--- src/rtl/regfile_wb_arbiter.sv ---
// Purpose: round-robin arbiter for the single regfile write port plus pending-write scoreboard for multi-cycle ops.
// Latency: accept at edge N -> RegWrite/A3/WD3 presented N..N+1; claim sets busy at edge N; req1 accept clears it at edge N.
// Backpressure: combinational ready, at most one requester accepted per cycle; the loser holds valid until granted.
module regfile_wb_arbiter #(
    parameter int DATA_W = 32,
    parameter int ADDR_W = 5,
    parameter int REGNUM = 32
) (
    input  logic              clock,
    input  logic              reset,
    input  logic              req0_valid,
    input  logic [ADDR_W-1:0] req0_addr,
    input  logic [DATA_W-1:0] req0_data,
    output logic              req0_ready,
    input  logic              req1_valid,
    input  logic [ADDR_W-1:0] req1_addr,
    input  logic [DATA_W-1:0] req1_data,
    output logic              req1_ready,
    input  logic              claim_valid,
    input  logic [ADDR_W-1:0] claim_addr,
    output logic [REGNUM-1:0] busy_vec,
    output logic              RegWrite,
    output logic [ADDR_W-1:0] A3,
    output logic [DATA_W-1:0] WD3
);

    // Index of the requester granted on the most recent transfer.
    logic              r_last_grant;
    logic              r_regwrite;
    logic [ADDR_W-1:0] r_a3;
    logic [DATA_W-1:0] r_wd3;
    logic [REGNUM-1:0] r_busy;

    logic              w_gnt0;
    logic              w_gnt1;
    logic              w_xfer;
    logic [ADDR_W-1:0] w_addr;
    logic [DATA_W-1:0] w_data;
    logic [REGNUM-1:0] w_set;
    logic [REGNUM-1:0] w_clr;
    logic [REGNUM-1:0] w_busy_nxt;

    // Grant: a lone requester always wins; under contention the one not granted last time wins.
    always_comb begin
        w_gnt0 = req0_valid && (!req1_valid || r_last_grant);
        w_gnt1 = req1_valid && (!req0_valid || !r_last_grant);
        w_xfer = w_gnt0 || w_gnt1;
        w_addr = w_gnt1 ? req1_addr : req0_addr;
        w_data = w_gnt1 ? req1_data : req0_data;
    end

    assign req0_ready = w_gnt0;
    assign req1_ready = w_gnt1;

    // Scoreboard update: new claim has priority over a same-address retire; register 0 is never busy.
    always_comb begin
        w_set = '0;
        w_clr = '0;
        if (claim_valid && (claim_addr != '0)) begin
            w_set[claim_addr] = 1'b1;
        end
        if (w_gnt1) begin
            w_clr[req1_addr] = 1'b1;
        end
        w_busy_nxt    = (r_busy & ~w_clr) | w_set;
        w_busy_nxt[0] = 1'b0;
    end

    // Round-robin pointer; starts at 1 so requester 0 wins the first contention.
    always_ff @(posedge clock) begin
        if (reset) begin
            r_last_grant <= 1'b1;
        end else if (w_xfer) begin
            r_last_grant <= w_gnt1;
        end
    end

    // Write-port register: writes to register 0 are accepted but dropped.
    always_ff @(posedge clock) begin
        if (reset) begin
            r_regwrite <= 1'b0;
            r_a3       <= '0;
            r_wd3      <= '0;
        end else if (w_xfer && (w_addr != '0)) begin
            r_regwrite <= 1'b1;
            r_a3       <= w_addr;
            r_wd3      <= w_data;
        end else begin
            r_regwrite <= 1'b0;
            r_a3       <= '0;
            r_wd3      <= '0;
        end
    end

    // Pending-write bitmap for multi-cycle destinations.
    always_ff @(posedge clock) begin
        if (reset) begin
            r_busy <= '0;
        end else begin
            r_busy <= w_busy_nxt;
        end
    end

    assign busy_vec = r_busy;
    assign RegWrite = r_regwrite;
    assign A3       = r_a3;
    assign WD3      = r_wd3;

endmodule

--- config.mk ---
export PLATFORM = sky130hd
export DESIGN_NAME = regfile_wb_arbiter
export DESIGN_NICKNAME = d
export VERILOG_FILES = /design/src/rtl/regfile_wb_arbiter.sv
export SDC_FILE = /design/constraint.sdc
export NUM_CORES = 1
export LEC_CHECK = 0
export BUFFER_PORTS_ARGS = -buffer_cell sky130_fd_sc_hd__buf_4
export CORE_UTILIZATION = 52
export CTS_BUF_LIST = sky130_fd_sc_hd__clkbuf_4
export DETAILED_ROUTE_END_ITERATION = 16
export HOLD_SLACK_MARGIN = 0.15
export PLACE_DENSITY = 0.95
export SKIP_LAST_GASP = 1
export SYNTH_ARGS = -nofsm -noshare
export SYNTH_HDL_FRONTEND = slang
export SYNTH_SLANG_ARGS = --single-unit
--- constraint.sdc ---
create_clock -name clock -period 3 [get_ports clock]
set_input_delay 0.9 -clock clock [delete_from_list [all_inputs] [get_ports clock]]
set_output_delay 0.9 -clock clock [all_outputs]
set_load 0.01 [all_outputs]
Yosys cells after proc, flatten, opt, wreduce, memory -nomap -nowiden
Cells that the tools add are included.
W data, S select, Z words.
{"block": "totals", "input_bits": 84, "word_cells": 38, "out_inout_bits": 72, "regBits": 71}
{"block": "op_classes", "magnitude_cmp": 4, "bitwise": 4, "reduce_logical": 15, "mux": 9}
{"operator": "$mux W32", "n": 3}
{"operator": "$and A32 B32 Y32", "n": 1}
{"operator": "$not A32 Y32", "n": 1}
{"operator": "$or A32 B32 Y32", "n": 1}
{"operator": "$lt A5 B6 Y1 const B", "n": 2}
{"operator": "$demux W1 S5", "n": 2}
{"operator": "$ge A5 B1 Y1 const B", "n": 2}
{"operator": "$reduce_bool A5 Y1", "n": 2}
{"operator": "$logic_and A1 B1 Y1", "n": 6}
{"operator": "$mux W5", "n": 1}
{"operator": "$logic_not A1 Y1", "n": 3}
{"operator": "$logic_or A1 B1 Y1", "n": 3}
{"operator": "$mux W1", "n": 3}
{"operator": "$reduce_or A2 Y1", "n": 1}
{"operator": "$not A1 Y1", "n": 1}

Depth between registers and ports, before layout
Gate-level depths: netlist (run 1).
{"block": "logic_depth", "word_depth": 8, "mapped_depth": 6, "ltp_nobuf": 4}

Least setup slack after synthesis (run 1)
OpenSTA, ideal clock, no wires.
{"block": "synth_path", "kind": "in2out", "from": "input port req1_valid", "to": "output port req1_ready", "n_path_buf": 2, "slack_ns": 0.585, "arrival_ns": 1.515, "required_time_ns": 2.100, "cell_stages": 4, "path_cell_list": "a21bo_2 -> buf_6 -> clkinv_2 -> buf_2"}
{"block": "synth_via", "elab_chain_len": 1}
{"item": "start: declaration", "line_no": "15", "rtl": "input logic req1_valid,"}
{"item": "$logic_and A1 B1 Y1", "line_no": "46", "rtl": "w_gnt1 = req1_valid && (!req0_valid || !r_last_grant);"}
{"item": "end: declaration", "line_no": "18", "rtl": "output logic req1_ready,"}
Every way passes these cells.

Final worst setup path (run 1)
Same ends and word-level chain as after synthesis.

==> metrics, run 1 <==
status=finished clean; register bit count reported by yosys=70; worst rel slew slack=0.543; Max stage delay on crit path=roughly 0.21 ns; RR Startpoint=r_last_grant$_SDFFE_PP1P_; Worst Clk Skew=between 0.009 and 0.01 ns; synth top area cells=dfxtp_1 (42%), o211ai_2 (11%), o211ai_1 (8.1%); Die Wd=about 82 um; Pwr Total=1910 uW; clock buffer count from CTS=9; Final #Nets=around 560; CP endpoint kind=output pin; period utilization=0.789; Setup WS post-layout=between 0.6 and 0.7 ns; area of the core=6060 sq um; Worst IR Drop VDD=between 0.3 and 0.4 mV; vias in the first global route=3,178; drt via density=around 6.2; CP arrival=approximately 1.5 ns; P per Cell Area=425 nW/um^2; # DRC=0; global-route wire length before repair=16.0 mm; initial DRC count=roughly 250; Yosys warning total=0; fmax=approximately 420 MHz; Slew @ Worst Pin=between 0.6 and 0.7 ns; full die area=between 6000 and 7000 sq um; worst-skew pair later-pin latency=roughly 0.43 ns; overall routed net length=roughly 11 mm; diodes inserted=0; Initial Utilization=0.552; die span in y=about 80 um; Comb power frac=0.208; worst hold path type=flip-flop to flip-flop; Worst Hold Path Cells=2; final hold violations=0; Syn Inst Count=~350; CTS sink cnt=70; Leak=~0.0018 uW; post-cts sizing count=0; Synth cell types=36; initial antenna violation count=0; clock tree buffer depth=2; cell mode on critical path=buf_4; # hold bufs at CTS=0; unrepaired setup endpoints after global routing=false; Clk pwr share=0.277; critical path required time=2.10 ns; PortBufs=~150; largest net degree at the start of global routing=54; routability cong.=0.904; Sequential Area=~1400 sq um; Routed Antenna Nets=0; most frequent cells in the layout=buf_4 (160), dfxtp_1 (70), a21oi_1 (37); largest fanout on the critical path=3; worst r2r dst=busy_vec[30]$_SDFF_PP0_; io pins=about 160; pre-CTS setup slack=between 0.5 and 0.6 ns; CTS tree=done; FF-to-FF path depth=5; switching share of power=0.308; kind of critical path=primary input to output pin; Initial DRT Pass Iterations=5; cell taking the most area after synthesis=dfxtp_1; CP Cell Sequence=buf_4 > a21bo_2 > clkinv_2 > buf_4; Setup Total Neg Slack=0 ns; syn_nets=433; Fillers=between 400 and 500; total grt overflow=0; Root Buffer=clkbuf_4; H-tree Lvls=3; startpoint class of the critical path=primary input; drt wl/cell=18.8 um; hold path startpoint=busy_vec[21]$_SDFF_PP0_; clock slew at reported path FFs=between 0.1 and 0.15 ns; Critical Path Slowest Stage Cell=a21bo_2; P&R area growth vs syn=34.2%; sequential area share after synthesis=0.419; Total GRT Usage=0.319; postcts setup bufs=0; area share of the largest cell type after synthesis=0.419; most common cell after layout, fill and taps aside=buf_4; flop2flop setup slack=between 1 and 1.5 ns; setup violators final=0; min cycle time layout=~2.4 ns; row count=28; final-report max-slew violation count=0; hold endpoint=busy_vec[21]$_SDFF_PP0_; placed wire-length estimate=between 7 and 8 mm; sw power=between 500 and 600 uW; WHS=approximately 0.5 ns; part of the power in registers=0.515; area of the multi-input gates=1640 sq um; Synth Cell Area=3350 sq um; Pint=~1300 uW; Post-Syn Area per Cell=between 9 and 10 sq um; layout cells sized above 1=0.436; DR vias=3,460; max_cap viols=0
critical path: cells and delay by family:
family / cells / cell delay, ns
AO/OA/AOI/OAI: 1 / 0.21
buffers and inverters: 3 / 0.36
metal layers:
layer  track usage  vias up  part of all wire
li1              -     1612                 -
met1         0.372     1621              0.39
met2         0.537      200              0.50
met3         0.108       27             0.089
met4         0.125        0             0.028
met5             0        -                 0
registers in the layout, indices dropped and copies added, names as in the netlist:
name	count
busy_vec	31
A3	5
RegWrite	1
r_last_grant	1
WD3	32
worst max path at each step:
stage                     slack [ns]  cells after the start                  to    startpoint
after floorplan                 0.58                      4          req1_ready    req1_valid
after CTS                       0.63                      4          req1_ready    req1_valid
after global routing            0.61                      4          req1_ready    req1_valid
after detailed placement        0.55                      5  WD3[26]$_SDFF_PP0_  req1_addr[1]
after global placement          0.62                      5   WD3[5]$_SDFF_PP0_  req1_addr[1]
final                           0.63                      4          req1_ready    req1_valid
layout make-up:
class                           count  area share
Timing Repair Buffer              160       0.267
Sequential cell                    70       0.312
Clock buffer                        9      0.0150
Clock inverter                      7      0.0111
Inverter                           10     0.00864
Multi-Input combinational cell    228       0.365
Tap cell                           75      0.0209
logic make-up after synthesis:
| group | synth area share |
|---|---|
| simple gates | 0.138 |
| flops | 0.419 |
| compound gates | 0.349 |
| buf+inv | 0.0931 |
| other cells | 0.00112 |
cells in the mapped netlist (all sizes together):
master,count
or3,3
a32o,16
o211ai,65
or2,1
nor3,5
or3b,1
o32ai,7
o41ai,2
clkinv,1
nor2,9
nor2b,8
a21oi,37
o311ai,7
dfxtp,70
nor3b,1
and2,3
a21bo,1
conb,1
nand2,18
clkbuf,11
buf,30
nor4,7
o21ai,8
and3,1
or4,1
nand3,3
nand2b,6
inv,9
nand4,17
metrics by stage:
stage	instance area, sq um	cells	utilization
floorplan	3350	349	-
global placement	4370	543	0.722
detailed placement	4370	543	0.722
CTS	4490	559	0.741
global route	4490	559	0.741
finish	4490	559	0.741
power by group through the flow:
stage | clock network, uW | logic (uW) | registers [uW]
6_report | 529 | 397 | 984
5_1_grt | 581 | 428 | 989
4_1_cts | 533 | 393 | 984
3_5_place_dp | 0 | 392 | 1010
3_3_place_gp | 0 | 382 | 1000
2_1_floorplan | 0 | 189 | 1020
Note: power is estimated with default switching activity, not from simulation.
==> run 2, diff against run 1 <==
Settings changed: CORE_UTILIZATION 52 to 48, PLACE_DENSITY 0.95 to 0.92.
Clock period 3 ns to 2.25 ns, I/O delays scaled along.
==> run 2 against run 1 <==
Effect of this change: via count down 0.35%; clock-buffer cell count unchanged; sequential cell count unchanged; sequential share of layout area down 0.19 points; non-clock buffer count up 4; worst hold slack worse by 0.0063 ns; design area up 0.61%; cell count up 1.6%; setup slack worse by 0.31 ns.
==> metrics, run 2 (same netlist as run 1, synthesis figures left out) <==
status=finished clean (unchanged); placed wire-length estimate=7.49 mm (was 7.35 mm); clock buffer count from CTS=9 (unchanged); switching share of power=0.303 (was 0.308); CP endpoint kind=output pin (unchanged); layout cells sized above 1=0.439 (was 0.436); largest fanout on the critical path=3 (unchanged); die span in y=85.5 um (was 82.2 um); startpoint class of the critical path=primary input (unchanged); CP endpoint=req1_ready (unchanged); # DRC=0 (unchanged); Comb power frac=0.213 (was 0.208); largest net degree at the start of global routing=39 (was 54); Critical Path Slowest Stage Cell=a21bo_2 (unchanged); RR Startpoint=r_last_grant$_SDFFE_PP1P_ (unchanged); CTS tree=done (unchanged); Worst Clk Skew=0.0148 ns (was 0.00909 ns); final-report max-slew violation count=0 (unchanged); initial DRC count=187 (was 251); Sequential Area=1400 sq um (unchanged); Clk pwr share=0.266 (was 0.277); # hold bufs at CTS=0 (unchanged); Fillers=538 (was 454); most frequent cells in the layout=buf_4 (164), dfxtp_1 (70), a21oi_1 (37) (was buf_4 (160), dfxtp_1 (70), a21oi_1 (37)); final hold violations=0 (unchanged); CP arrival=1.26 ns (was 1.47 ns); Routed Antenna Nets=0 (unchanged); diodes inserted=0 (unchanged); drt via density=6.07 (was 6.19); DR vias=3,448 (was 3,460); kind of critical path=primary input to output pin (unchanged); fmax=slightly above 500 MHz; full die area=7310 sq um (was 6760 sq um); Worst IR Drop VDD=0.293 mV (was 0.322 mV); H-tree Lvls=3 (unchanged); CP bufs+invs=3 (unchanged); placed insts=552 (was 543); Root Buffer=clkbuf_4 (unchanged); most common cell after layout, fill and taps aside=buf_4 (unchanged); area of the multi-input gates=1640 sq um (unchanged); Initial Utilization=0.495 (was 0.552); P per Cell Area=558 nW/um^2 (was 425 nW/um^2); post-cts sizing count=0 (unchanged); dpl cell area=4410 sq um (was 4370 sq um); worst r2r dst=busy_vec[21]$_SDFF_PP0_ (was busy_vec[30]$_SDFF_PP0_); overall routed net length=10.5 mm (about the same); drt wl/cell=18.5 um (was 18.8 um); worst hold path type=flip-flop to flip-flop (unchanged); max_cap viols=0 (unchanged); flop2flop setup slack=0.81 ns (was 1.33 ns); CTS sink cnt=70 (unchanged); vias in the first global route=3,180 (was 3,178); PortBufs=154 (unchanged); post-route cell area=4520 sq um (was 4490 sq um); setup violators final=0 (unchanged); row count=30 (was 28); worst-skew pair later-pin latency=0.40 ns (was 0.43 ns); part of the power in registers=0.521 (was 0.515); Largest register FFs=32 (unchanged); clock slew at reported path FFs=0.11 ns (was 0.12 ns); Initial DRT Pass Iterations=6 (was 5); io pins=156 (unchanged); routability cong.=0.934 (was 0.904); cell family with most CP delay=buffers and inverters (unchanged); total grt overflow=0 (unchanged); Final #Nets=567 (was 563); P&R area growth vs syn=35.0% (was 34.2%); Max stage delay on crit path=0.23 ns (was 0.21 ns); global-route wire length before repair=16.0 mm (unchanged); worst rel slew slack=0.601 (was 0.543); sw power=762 uW (was 588 uW); min cycle time layout=around 1.9 ns; Slew @ Worst Pin=0.596 ns (was 0.686 ns); final non-filler cell total=568 (was 559); worst setup path start=req1_valid (unchanged); Total GRT Usage=0.277 (was 0.319); critical path depth=4 (unchanged); Die Wd=85.5 um (was 82.2 um); Leak=0.00186 uW (was 0.00184 uW); Pint=1760 uW (was 1320 uW); cell mode on critical path=buf_4 (unchanged); postcts setup bufs=0 (unchanged); CP Cell Sequence=buf_4 > a21bo_2 > clkinv_2 > buf_4 (unchanged); FF-to-FF path depth=4 (was 5); area of the core=6760 sq um (was 6060 sq um); period utilization=0.858; critical path required time=1.57 ns (was 2.10 ns); Setup Total Neg Slack=0 ns (unchanged); WHS=0.486 ns (was 0.492 ns); clock tree buffer depth=2 (unchanged); initial antenna violation count=0 (unchanged); unrepaired setup endpoints after global routing=false (unchanged)
==> run 2: cell count changes in the layout (fill, tap and decap cells not counted), sizes merged <==
cell    delta
buf        +4
inv        -1
clkinv     +1
==> run 2: power by group through the flow <==
stage | logic, uW | registers, uW | clock network (uW)
floorplan | 252 | 1360 | 0
global placement | 516 | 1340 | 0
detailed placement | 531 | 1340 | 0
CTS | 533 | 1310 | 684
global route | 575 | 1320 | 749
finish | 537 | 1310 | 671
==> run 2: area by class of cell <==
type,instances,share of cell area
Sequential cell,70,0.310
Clock buffer,9,0.0150
Inverter,10,0.00858
Tap cell,80,0.0222
Clock inverter,7,0.00914
Multi-Input combinational cell,228,0.363
Timing Repair Buffer,164,0.273
==> run 2: tightest hold or removal path, cell delays in order (launching register included) <==
cell and delay, ns:
dfxtp_1 0.33, o311ai_1 0.06, o21ai_1 0.06
==> run 2: routing by layer <==
metal,share of wire,vias up,global-route usage
met5,0,-,0
met1,0.40,1597,0.353
met2,0.49,216,0.481
met4,0.018,0,0.0955
met3,0.088,19,0.0385
li1,-,1616,-
==> run 2: worst min-delay path by stage <==
stage | start | end | depth (start not counted)
after floorplan | r_last_grant$_SDFFE_PP1P_ | r_last_grant$_SDFFE_PP1P_ | 2
after global placement | busy_vec[8]$_SDFF_PP0_ | busy_vec[8]$_SDFF_PP0_ | 2
after detailed placement | busy_vec[4]$_SDFF_PP0_ | busy_vec[4]$_SDFF_PP0_ | 2
after CTS | req0_valid | r_last_grant$_SDFFE_PP1P_ | 2
after global routing | req0_data[29] | WD3[29]$_SDFF_PP0_ | 3
final | busy_vec[4]$_SDFF_PP0_ | busy_vec[4]$_SDFF_PP0_ | 2
==> run 2: stage by stage <==
step	util	power [uW]	worst slack, ns
after floorplan	-	1610	0.285
after global placement	0.653	1850	0.191
after detailed placement	0.653	1870	0.124
after CTS	0.669	2530	0.307
after global routing	0.669	2640	0.281
final	0.669	2520	0.319
==> run 3, diff against run 2 <==
Clock period 2.25 ns to 2 ns, I/O delays scaled along.
==> run 3 against run 2 <==
Effect of this change: worst hold slack got worse by 0.079 ns; critical path depth did not move; clock power rose by 76%; critical path type unchanged; critical endpoint unchanged; highest routed layer unchanged.
==> metrics, run 3 (same netlist as run 1, synthesis figures left out) <==
CP endpoint kind=output pin (unchanged); setup violators final=0 (unchanged); initial antenna violation count=0 (unchanged); Setup WS post-layout=0.214 ns (was 0.319 ns); clock slew at reported path FFs=0.12 ns (was 0.11 ns); Setup Total Neg Slack=0 ns (unchanged); Root Buffer=clkbuf_4 (unchanged); CTS tree=done (unchanged); Largest register FFs=32 (unchanged); diodes inserted=0 (unchanged); # hold bufs at CTS=0 (unchanged); status=finished clean (unchanged); CP arrival=1.19 ns (was 1.26 ns); Worst IR Drop VDD=0.423 mV (was 0.293 mV); P&R area growth vs syn=39.5% (was 35.0%); PortBufs=154 (unchanged); Initial Utilization=0.495 (unchanged); io pins=156 (unchanged); drt via density=6.15 (was 6.07); final hold violations=0 (unchanged); P per Cell Area=702 nW/um^2 (was 558 nW/um^2); total grt overflow=0 (unchanged); Final #Nets=570 (was 567); vias in the first global route=3,304 (was 3,180); full die area=7310 sq um (unchanged); postcts setup bufs=0 (unchanged); startpoint class of the critical path=primary input (unchanged); layout cells sized above 1=0.444 (was 0.439); placed wire-length estimate=7.39 mm (was 7.49 mm); H-tree Lvls=3 (unchanged); largest net degree at the start of global routing=55 (was 39); most frequent cells in the layout=buf_4 (163), dfxtp_1 (70), a21oi_1 (37) (was buf_4 (164), dfxtp_1 (70), a21oi_1 (37)); worst-skew pair later-pin latency=0.41 ns (was 0.40 ns); min cycle time layout=around 1.8 ns; post-route cell area=4670 sq um (was 4520 sq um); clock buffer count from CTS=9 (unchanged); critical path required time=1.40 ns (was 1.57 ns); overall routed net length=10.5 mm (about the same); routability cong.=0.937 (was 0.934); drt wl/cell=18.4 um (was 18.5 um); # DRC=0 (unchanged); Initial DRT Pass Iterations=4 (was 6); die span in y=85.5 um (unchanged); max_cap viols=0 (unchanged); DR vias=3,510 (was 3,448); global-route wire length before repair=16.0 mm (about the same); flop2flop setup slack=0.55 ns (was 0.81 ns); final-report max-slew violation count=0 (unchanged); kind of critical path=primary input to output pin (unchanged); largest fanout on the critical path=3 (unchanged); CTS sink cnt=70 (unchanged); pre-CTS setup slack=0.105 ns (was 0.124 ns); post-cts sizing count=0 (unchanged); period utilization=0.893; area of the core=6760 sq um (unchanged); Slew @ Worst Pin=0.565 ns (was 0.596 ns); Die Wd=85.5 um (unchanged); initial DRC count=206 (was 187); Worst Clk Skew=0.0127 ns (was 0.0148 ns); worst rel slew slack=0.622 (was 0.601); Total GRT Usage=0.277 (about the same); Routed Antenna Nets=0 (unchanged); worst hold path type=primary input to flip-flop (was flip-flop to flip-flop); placed insts=555 (was 552); row count=30 (unchanged); final non-filler cell total=571 (was 568); Leak=0.00193 uW (was 0.00186 uW); fmax=560 MHz; most common cell after layout, fill and taps aside=buf_4 (unchanged); clock tree buffer depth=2 (unchanged); dpl cell area=4480 sq um (was 4410 sq um); unrepaired setup endpoints after global routing=false (unchanged)
==> run 3: layer usage <==
layer / vias up / wire [um] / part of all wire / global-route usage
met5: - / 0 / 0 / 0
met4: 0 / 229 / 0.022 / 0.120
met3: 19 / 829 / 0.079 / 0.0491
met2: 200 / 5260 / 0.50 / 0.477
met1: 1671 / 4190 / 0.40 / 0.340
li1: 1620 / - / - / -
==> run 3: critical path, cell delays in order <==
cell      delay [ns]
buf_4           0.12
a21bo_2         0.22
clkinv_2        0.08
buf_4           0.15
==> run 3: through the flow <==
| step | total power [uW] | utilization | hold WS (ns) |
|---|---|---|---|
| 5_1_grt | 3400 | 0.691 | 0.404 |
| 3_5_place_dp | 2120 | 0.663 | 0.479 |
| 4_1_cts | 3280 | 0.691 | 0.395 |
| 6_report | 3280 | 0.691 | 0.407 |
| 2_1_floorplan | 1820 | - | 0.484 |
| 3_3_place_gp | 2100 | 0.663 | 0.475 |
==> run 3: power breakdown <==
part / switching (uW) / total, uW / internal [uW]
Combinational: 327 / 620 / 292
Sequential: 23.3 / 1480 / 1450
Clock: 542 / 1180 / 637
Total: 892 / 3280 / 2380
==> run 3: worst paths after layout <==
kind | from | endpoint | depth (start not counted)
worst min register to register | busy_vec[29]$_SDFF_PP0_ | busy_vec[29]$_SDFF_PP0_ | 2
worst max register to register | r_last_grant$_SDFFE_PP1P_ | busy_vec[28]$_SDFF_PP0_ | 4
worst min-delay path | req0_valid | r_last_grant$_SDFFE_PP1P_ | 2
worst max-delay path | req1_valid | req1_ready | 4
==> run 3: cell type report <==
class                      instances  area, sq um
tap                               80          100
timing repair buffer             167         1300
clock inverter                     7          120
sequential                        70         1400
multi-input combinational        228         1640
clock buffer                       9         67.6
inverter                          10         38.8
fill                             523         2090
